**src/rtl/ring_seq_pkg.sv**
```systemverilog
// Shared definitions for the ring sequencer and the valve status block:
// direction encodings, a constant-foldable clog2, and one-hot to index.
package ring_seq_pkg;

  localparam logic DIR_UP   = 1'b0;
  localparam logic DIR_DOWN = 1'b1;

  // Ceiling log2, usable in parameter defaults.
  function automatic int clog2(input int n);
    int r;
    r = 0;
    for (int i = 0; i < 31; i++) begin
      if ((1 << i) < n) r = i + 1;
    end
    return r;
  endfunction

  // Bit position of a one-hot vector (OR of set-bit positions).
  function automatic logic [31:0] onehot_to_idx(input logic [31:0] v);
    logic [31:0] r;
    r = '0;
    for (int i = 0; i < 32; i++) begin
      if (v[i]) r = r | 32'(i);
    end
    return r;
  endfunction

endpackage

```
**src/rtl/dwell_timer.sv**
```systemverilog
// Per-position dwell counter. tick is high while enabled and the count has
// reached the dwell value; the count restarts after every tick or clear.
module dwell_timer #(
  parameter int DWELL_W = 8
) (
  input  logic               clk,
  input  logic               rst,
  input  logic               en,
  input  logic               clr,
  input  logic [DWELL_W-1:0] dwell,
  output logic               tick
);

  logic [DWELL_W-1:0] cnt_q, cnt_d;

  // Compare is against the live dwell value, so a lowered dwell takes effect at once.
  assign tick = en && (cnt_q >= dwell);

  // Next count: clear has priority, then restart on tick, else count while enabled.
  always_comb begin
    cnt_d = cnt_q;
    if (clr) begin
      cnt_d = '0;
    end else if (tick) begin
      cnt_d = '0;
    end else if (en) begin
      cnt_d = cnt_q + 1'b1;
    end
  end

  // Count register.
  always_ff @(posedge clk or posedge rst) begin
    if (rst) cnt_q <= '0;
    else     cnt_q <= cnt_d;
  end

endmodule

```
**src/rtl/ring_sequencer.sv**
```systemverilog
// One-hot ring sequencer with programmable dwell, direction, direct load,
// binary index and advance/wrap pulses. Define RING_SEQ_ONEHOT_CHECK_EN to
// add the one-hot upset recovery and its err pulse output.
module ring_sequencer
  import ring_seq_pkg::*;
#(
  parameter int WIDTH   = 4,
  parameter int DWELL_W = 8,
  parameter int IDX_W   = clog2(WIDTH)
) (
  input  logic               clk,
  input  logic               rst,
  input  logic               en,
  input  logic               dir,
  input  logic [DWELL_W-1:0] dwell,
  input  logic               load,
  input  logic [IDX_W-1:0]   load_idx,
  output logic [WIDTH-1:0]   q,
  output logic [IDX_W-1:0]   idx,
  output logic               adv,
`ifdef RING_SEQ_ONEHOT_CHECK_EN
  output logic               wrap,
  output logic               err
`else
  output logic               wrap
`endif
);

  logic [WIDTH-1:0] q_q, q_d;
  logic [IDX_W-1:0] idx_q, idx_d;
  logic             adv_q, adv_d;
  logic             wrap_q, wrap_d;
  logic             load_ok;
  logic             recover;
  logic             tick;

  // Out-of-range load indices are treated as no load at all.
  assign load_ok = load && (int'(load_idx) < WIDTH);

`ifdef RING_SEQ_ONEHOT_CHECK_EN
  logic err_q;
  assign recover = !$onehot(q_q);
  assign err     = err_q;

  // err pulses on the edge that repairs a corrupted ring, even if a load wins.
  always_ff @(posedge clk or posedge rst) begin
    if (rst) err_q <= 1'b0;
    else     err_q <= recover;
  end
`else
  assign recover = 1'b0;
`endif

  dwell_timer #(.DWELL_W(DWELL_W)) u_dwell_timer (
    .clk   (clk),
    .rst   (rst),
    .en    (en),
    .clr   (load_ok | recover),
    .dwell (dwell),
    .tick  (tick)
  );

  // Next ring state: load, then upset recovery, then a dwell-timed rotate.
  always_comb begin
    q_d    = q_q;
    idx_d  = idx_q;
    adv_d  = 1'b0;
    wrap_d = 1'b0;
    if (load_ok) begin
      q_d   = WIDTH'(1) << load_idx;
      idx_d = load_idx;
    end else if (recover) begin
      q_d   = WIDTH'(1);
      idx_d = '0;
    end else if (tick) begin
      adv_d = 1'b1;
      if (dir == DIR_UP) begin
        q_d    = {q_q[WIDTH-2:0], q_q[WIDTH-1]};
        wrap_d = q_q[WIDTH-1];
      end else begin
        q_d    = {q_q[0], q_q[WIDTH-1:1]};
        wrap_d = q_q[0];
      end
      idx_d = IDX_W'(onehot_to_idx(32'(q_d)));
    end
  end

  // Ring, index and pulse registers.
  always_ff @(posedge clk or posedge rst) begin
    if (rst) begin
      q_q    <= WIDTH'(1);
      idx_q  <= '0;
      adv_q  <= 1'b0;
      wrap_q <= 1'b0;
    end else begin
      q_q    <= q_d;
      idx_q  <= idx_d;
      adv_q  <= adv_d;
      wrap_q <= wrap_d;
    end
  end

  assign q    = q_q;
  assign idx  = idx_q;
  assign adv  = adv_q;
  assign wrap = wrap_q;

endmodule

```
**config.mk**
```make
export PLATFORM = sky130hd
export DESIGN_NAME = ring_sequencer
export DESIGN_NICKNAME = d
export VERILOG_FILES = /design/src/rtl/ring_seq_pkg.sv /design/src/rtl/dwell_timer.sv /design/src/rtl/ring_sequencer.sv
export SDC_FILE = /design/constraint.sdc
export NUM_CORES = 1
export LEC_CHECK = 0
export BUFFER_PORTS_ARGS = -buffer_cell sky130_fd_sc_hd__buf_2
export CORE_MARGIN = 1.5
export CORE_UTILIZATION = 45
export DETAILED_ROUTE_END_ITERATION = 12
export HOLD_SLACK_MARGIN = 0.12
export PLACE_DENSITY = 0.67
export SYNTH_ARGS = -nofsm -noshare
export SYNTH_HDL_FRONTEND = slang
export SYNTH_HIERARCHICAL = 1
export SYNTH_SLANG_ARGS = --single-unit
```
**constraint.sdc**
```tcl
create_clock -name clk -period 5.9 [get_ports clk]
set_clock_uncertainty 0.05 [all_clocks]
set_input_delay 1.77 -clock clk [delete_from_list [all_inputs] [get_ports clk]]
set_output_delay 1.77 -clock clk [all_outputs]
set_load 0.02 [all_outputs]
```
==> results of run 1 <==
==> worst min-delay path by stage <==
stage / from / endpoint / slack [ns] / depth (start not counted)
global route: u_dwell_timer/cnt_q[7] / u_dwell_timer/cnt_q[7] / 0.53 / 2
detailed placement: u_dwell_timer/cnt_q[7] / u_dwell_timer/cnt_q[7] / 0.48 / 2
CTS: u_dwell_timer/cnt_q[7] / u_dwell_timer/cnt_q[7] / 0.50 / 2
floorplan: u_dwell_timer/cnt_q[7] / u_dwell_timer/cnt_q[7] / 0.44 / 2
global placement: u_dwell_timer/cnt_q[7] / u_dwell_timer/cnt_q[7] / 0.49 / 2
finish: u_dwell_timer/cnt_q[7] / u_dwell_timer/cnt_q[7] / 0.51 / 2
==> power breakdown <==
group / total [W] / internal [W] / switching (W)
clock: 0.0000708 / 0.0000375 / 0.0000333
sequential: 0.000121 / 0.000115 / 0.00000563
combinational: 0.0000491 / 0.0000208 / 0.0000283
==> layer usage <==
layer | routed length (um) | vias to the layer above | track usage
li1 | - | 511 | -
met1 | 1056 | 490 | 0.2129
met2 | 1281 | 27 | 0.3557
met3 | 115 | 2 | 0.02222
met4 | 13 | 0 | 0.1111
met5 | 0 | - | 0
==> flip-flops by register name (all words and copies together), names as in the netlist <==
register	flops
adv	1
q	4
idx	2
wrap	1
u_dwell_timer/cnt_q	8
==> area by class of cell <==
class / count / area, sq um
clock buffers: 4 / 36.28
fillers: 220 / 1126
well taps: 30 / 37.54
repair buffers: 22 / 110.1
flip-flops and latches: 16 / 401.6
inverters: 13 / 48.80
multi-input cells: 94 / 694.4
==> stage by stage <==
step | hold slack, ns | worst slack [ns] | cell area [sq um] | std cells
5_1_grt | 0.5285 | 1.982 | 1329 | 179
3_5_place_dp | 0.4776 | 1.882 | 1292 | 175
6_report | 0.5142 | 2.129 | 1329 | 179
4_1_cts | 0.5006 | 2.213 | 1329 | 179
2_1_floorplan | 0.4414 | 2.276 | 1164 | 127
3_3_place_gp | 0.4860 | 1.976 | 1292 | 175
==> critical path, delay by kind of cell <==
family          cells  cell delay [ns]
buf+inv             3             0.26
simple gates        2             0.43
fa+ha+maj           1             0.29
compound gates      4             1.15
==> placed cells by master, fill, tap and decap left out, types with 2 or more instances in the layout <==
master,n
a211o_1,2
a21o_1,2
a21oi_1,2
a311oi_1,3
and3_1,3
buf_2,22
clkbuf_4,3
dfrtp_1,15
ha_1,9
inv_1,13
mux2i_1,3
nand2_1,14
nand2b_1,8
nand3_1,2
nor2_1,8
nor3b_1,2
nor4_1,2
nor4b_1,2
o2111ai_1,2
o21a_1,2
o21ai_0,4
o221ai_1,4
o41ai_1,2
==> logic make-up (layout without fill, tap and decap cells) <==
group                      Yosys count  in the layout  synth area share
DFF                                 16             16            0.3452
muxes                                3              3           0.02581
adders and majority gates            9              9           0.09678
AOI/OAI and AO/OA                   33             33            0.2430
and+or+nand+nor                     49             49            0.2312
buffers and inverters               17             39           0.05807
==> impl_results.md, run 1 <==
- ANT cells: 0
- Worst R2R Setup Slack: 3.25 ns
- Final Hold Vio Count: 0
- Synth area leader: dfrtp_1
- Worst Max-Slew Pin Slew: 0.6503 ns
- Synth top area cells: dfrtp_1, ha_1, nand2_1
- Post-layout utilization of the core: 0.5413
- Post-Route WL: 2.466 mm
- Worst-skew pair later-pin latency: 0.28 ns
- Outcome: completed
- Cell count after synthesis: 127
- All-Layer GR Usage: 0.1939
- Synthesized flop and latch total: 16
- Total negative slack: 0 ns
- Yosys warns: 6
- Syn_nets: 151
- Initial DRC count: 32
- Setup Fix Bufs, Post-CTS: 0
- Layout area overhead: 14.19%
- Longest Clk Path Bufs: 2
- Syn avg cell area: 9.162 sq um
- Clock root buffer: clkbuf_4
- Unrepaired setup endpoints after global routing: no
- Unique masters post-synth: 42
- Die height: 53.85 um
- CTS buffer count: 3
- Power Dens Cells: 181.1 nW/um^2
- Crit path kind: in -> reg
- Reg clk slew, reported paths: 0.10 ns
- Leakage: 0.6698 nW
- DRC Markers: 0
- WP data required: 6.05 ns
- R2R Path End: idx[0]
- # rows: 18
- Initial antenna violation count: 0
- Crit share post-route: 0.6391
- EDFF count, synth: 0
- Number of global-route vias before repair: 992
- Initial core utilization: 0.4740
- Worst EP arrival: 3.92 ns
- Final Net Count: 174
- Clock sinks: 16
- DIE AREA: 2900 sq um
- Global-route wire length before repair: 4.098 mm
- Port Buf Inserts: 22
- Slew HR: 0.5665
- Largest net degree at the start of global routing: 26
- CP max FO: 13
- Chip width: 53.85 um
- Startpoint Class: input port
- DR vias/cell: 5.754
- # hold bufs at CTS: 0
- Most frequent cells after synthesis: dfrtp_1, nand2_1, inv_1
- CP max stage cell: a221oi_2
- Final HPWL DP: 1.916 mm
- Fmax: 265.2 MHz
- DR pass1 iterations: 4
- Most numerous cell in the Yosys netlist: dfrtp_1
- Routed via count: 1030
- Setup crit end kind: flip-flop
- Critical Path Sink: idx[0]
- Reg2reg start: u_dwell_timer/cnt_q[6]
- Placeable Area: 2455 sq um
- Seq/Total Area, Yosys: 0.3452
- CP Cell Sequence: buf_2 > inv_1 > ha_1 > and3_1 > a221oi_2 > inv_1 > o21a_1 > or3b_1 > o21ai_0 > o21ai_0
- H-tree levels: 1
- Slew Viols, Final: 0
- Grt ovf: 0
- Final min period: 3.771 ns
- Max stage delay on crit path: 0.58 ns
- Final GP Congestion: 0.8240
- Routed wire per std cell: 13.78 um
- Remaining antenna violation count: 0
- Total of max-cap violations: 0
- Maximum VDD drop: 122.5 uV
- Worst setup path start: dwell[6]
- Post-synthesis cell area: 1164 sq um
- # setup viols final: 0
- Reg2Reg Depth: 8
- Asr flop ratio synth: 1.000
- Post_cts resized: 0
- CTS tree: yes
- Hold crit path type: reg -> reg
- Ys flop type: dfrtp_1
- Layout cells sized above 1: 0.2282
- Top Ports: 23
- Power, Total: 0.0002406 W
- Area share of the largest cell type after synthesis: 0.3226
Note: power is estimated with default switching activity, not from simulation.
==> run 2, diff against run 1 <==
--- a/config.mk
+++ b/config.mk
@@ -10,7 +10,7 @@
 export CORE_UTILIZATION = 45
 export DETAILED_ROUTE_END_ITERATION = 12
 export HOLD_SLACK_MARGIN = 0.12
-export PLACE_DENSITY = 0.67
+export PLACE_DENSITY = 0.7
 export SYNTH_ARGS = -nofsm -noshare
 export SYNTH_HDL_FRONTEND = slang
 export SYNTH_HIERARCHICAL = 1
==> constraint.sdc (replaced) <==
create_clock -name clk -period 3.2 [get_ports clk]
set_clock_uncertainty 0.05 [all_clocks]
set_input_delay 0.96 -clock clk [delete_from_list [all_inputs] [get_ports clk]]
set_output_delay 0.96 -clock clk [all_outputs]
set_load 0.02 [all_outputs]
==> run 2 against run 1 <==
Net effect: first-iteration DRC count is 41% lower; global-route usage is 0.36 points lower; non-clock buffer count is 2 higher; final area is 1.1% higher; worst hold slack better by 0.030 ns; setup slack worse by 1.7 ns; core utilization is 0.61 points higher; total power is 88% higher; count of clock-buffer cells in the layout stayed put; wire length is 3.9% higher; highest routed layer unchanged.
==> impl_results.md, run 2 (same netlist as run 1, synthesis figures left out) <==
- Worst EP arrival: 2.90 ns (-1.02 ns)
- ANT cells: 0 (unchanged)
- Setup crit end kind: flip-flop
- # setup viols final: 0 (unchanged)
- Final min period: 2.782 ns
- Crit path kind: in -> reg
- Worst-skew pair later-pin latency: 0.29 ns (about the same)
- Power Dens Cells: 336.3 nW/um^2 (+86%)
- Initial core utilization: 0.4740 (unchanged)
- Placeable Area: 2455 sq um (unchanged)
- Post-Route WL: 2.562 mm (+3.9%)
- Hold depth: 2 (unchanged)
- Most frequent cells in the layout: buf_2, dfrtp_1, nand2_1, inv_1, ha_1
- Most frequent CP cell: o21ai_0
- Placed Cells: 177 (+1.1%)
- Top Ports: 23 (unchanged)
- Startpoint Class: input port
- Min-Delay Endpoint: idx[0]
- Routed via count: 1081 (+5.0%)
- DR pass1 iterations: 4 (unchanged)
- Reg clk slew, reported paths: 0.10 ns (about the same)
- Slew Viols, Final: 0 (unchanged)
- Routed wire per std cell: 14.15 um (+2.7%)
- # rows: 18 (unchanged)
- Reg2reg start: u_dwell_timer/cnt_q[5]
- Initial antenna violation count: 0 (unchanged)
- Remaining antenna violation count: 0 (unchanged)
- Final Hold Vio Count: 0 (unchanged)
- Area post-placement: 1308 sq um (+1.2%)
- Clock root buffer: clkbuf_4
- Outcome: completed
- Leading cell type in the layout, fill and taps excluded: buf_2
- Initial DRC count: 19 (-41%)
- Post_cts resized: 0 (unchanged)
- Final HPWL DP: 1.939 mm (+1.2%)
- Worst hold start: idx[0]
- Final Net Count: 176 (+1.1%)
- CTS buffer count: 3 (unchanged)
- CTS tree: yes
- Unrepaired setup endpoints after global routing: no
- WP data required: 3.32 ns (-2.73 ns)
- Maximum VDD drop: 289.3 uV (+140%)
- Final GP Congestion: 0.8986 (+9.1%)
- Leakage: 0.6787 nW (+1.3%)
- Clock sinks: 16 (unchanged)
- Post-layout utilization of the core: 0.5474 (+0.006117)
- Largest Register: u_dwell_timer/cnt_q
- Layout fillers: 242 (+10%)
- CP max FO: 13 (unchanged)
- DRC Markers: 0 (unchanged)
- Chip width: 53.85 um (unchanged)
- DIE AREA: 2900 sq um (unchanged)
- Longest Clk Path Bufs: 2 (unchanged)
- Worst Max-Slew Pin Slew: 0.4146 ns (-0.2356 ns)
- Fmax: 359.4 MHz
- Crit share post-route: 0.8695
- Number of global-route vias before repair: 902 (-9.1%)
- DR vias/cell: 5.972 (+3.8%)
- Largest net degree at the start of global routing: 26 (unchanged)
- Max reg flops: 8 (unchanged)
- Slew HR: 0.7228 (+0.1563)
- # hold bufs at CTS: 0 (unchanged)
- All-Layer GR Usage: 0.1903 (-0.003626)
- Layout area overhead: 15.48%
- Hold crit path type: reg -> reg
- CP max stage cell: o21a_1
- Layout cells sized above 1: 0.2384 (+0.01022)
- Post-route cell area: 1344 sq um (+1.1%)
- R2R Path End: idx[0]
- Die height: 53.85 um (unchanged)
- CP Cell Sequence: buf_2 > inv_1 > ha_1 > and3_1 > o211ai_2 > nor2_2 > o21a_1 > or3b_1 > o21ai_0 > o21ai_0
- Max stage delay on crit path: 0.38 ns (-0.20 ns)
- Setup Fix Bufs, Post-CTS: 0 (unchanged)
- Total negative slack: 0 ns (unchanged)
- Port Buf Inserts: 22 (unchanged)
- Global-route wire length before repair: 3.864 mm (-5.7%)
- Reg2Reg Depth: 8 (unchanged)
- Grt ovf: 0 (unchanged)
- Worst R2R Setup Slack: 0.70 ns (-2.55 ns)
- Non-filler cells, final: 181 (+1.1%)
- H-tree levels: 1 (unchanged)
- Total of max-cap violations: 0 (unchanged)
run 2: metal layers:
layer,global-route usage,up-vias,share of wire
met3,0.03889,6,0.047
met5,0,-,0
li1,-,516,-
met2,0.2927,36,0.47
met4,0.1154,0,0.022
met1,0.2439,523,0.46
run 2: area by class of cell:
cell class | instances | area (sq um) | share of cell area
Clock buffer | 4 | 36.28 | 0.02700
Inverter | 13 | 48.80 | 0.03631
Multi-Input combinational cell | 94 | 694.4 | 0.5168
Sequential cell | 16 | 401.6 | 0.2989
Tap cell | 30 | 37.54 | 0.02793
Timing Repair Buffer | 24 | 125.1 | 0.09311
run 2: power breakdown:
group          internal [W]  total [W]  switching [W]
Sequential         0.000212   0.000223      0.0000110
Clock             0.0000693   0.000135      0.0000658
Combinational     0.0000411  0.0000937      0.0000526
Total              0.000323   0.000452       0.000129
run 2: worst max-delay path, delay by kind of cell:
kind | cells | cell delay, ns
simple gates | 3 | 0.79
compound gates | 4 | 0.75
fa+ha+maj | 1 | 0.28
buf+inv | 2 | 0.11
run 2: per-stage QoR:
stage,setup slack (ns),total power (W),hold slack [ns]
after floorplan,0.3861,0.0002869,0.4414
after global placement,0.2424,0.0003173,0.4974
after detailed placement,0.1332,0.0003214,0.5339
after CTS,0.4695,0.0004580,0.5471
after global routing,0.3025,0.0004783,0.5618
final,0.4177,0.0004519,0.5442
run 2: worst max-delay path by stage:
stage	from	end	slack [ns]	cells past startpoint
detailed placement	dwell[7]	idx[0]	0.13	10
floorplan	dwell[6]	wrap	0.39	9
global route	dwell[7]	idx[0]	0.30	10
CTS	dwell[6]	idx[0]	0.47	10
finish	dwell[6]	idx[0]	0.42	10
global placement	dwell[7]	idx[0]	0.24	10
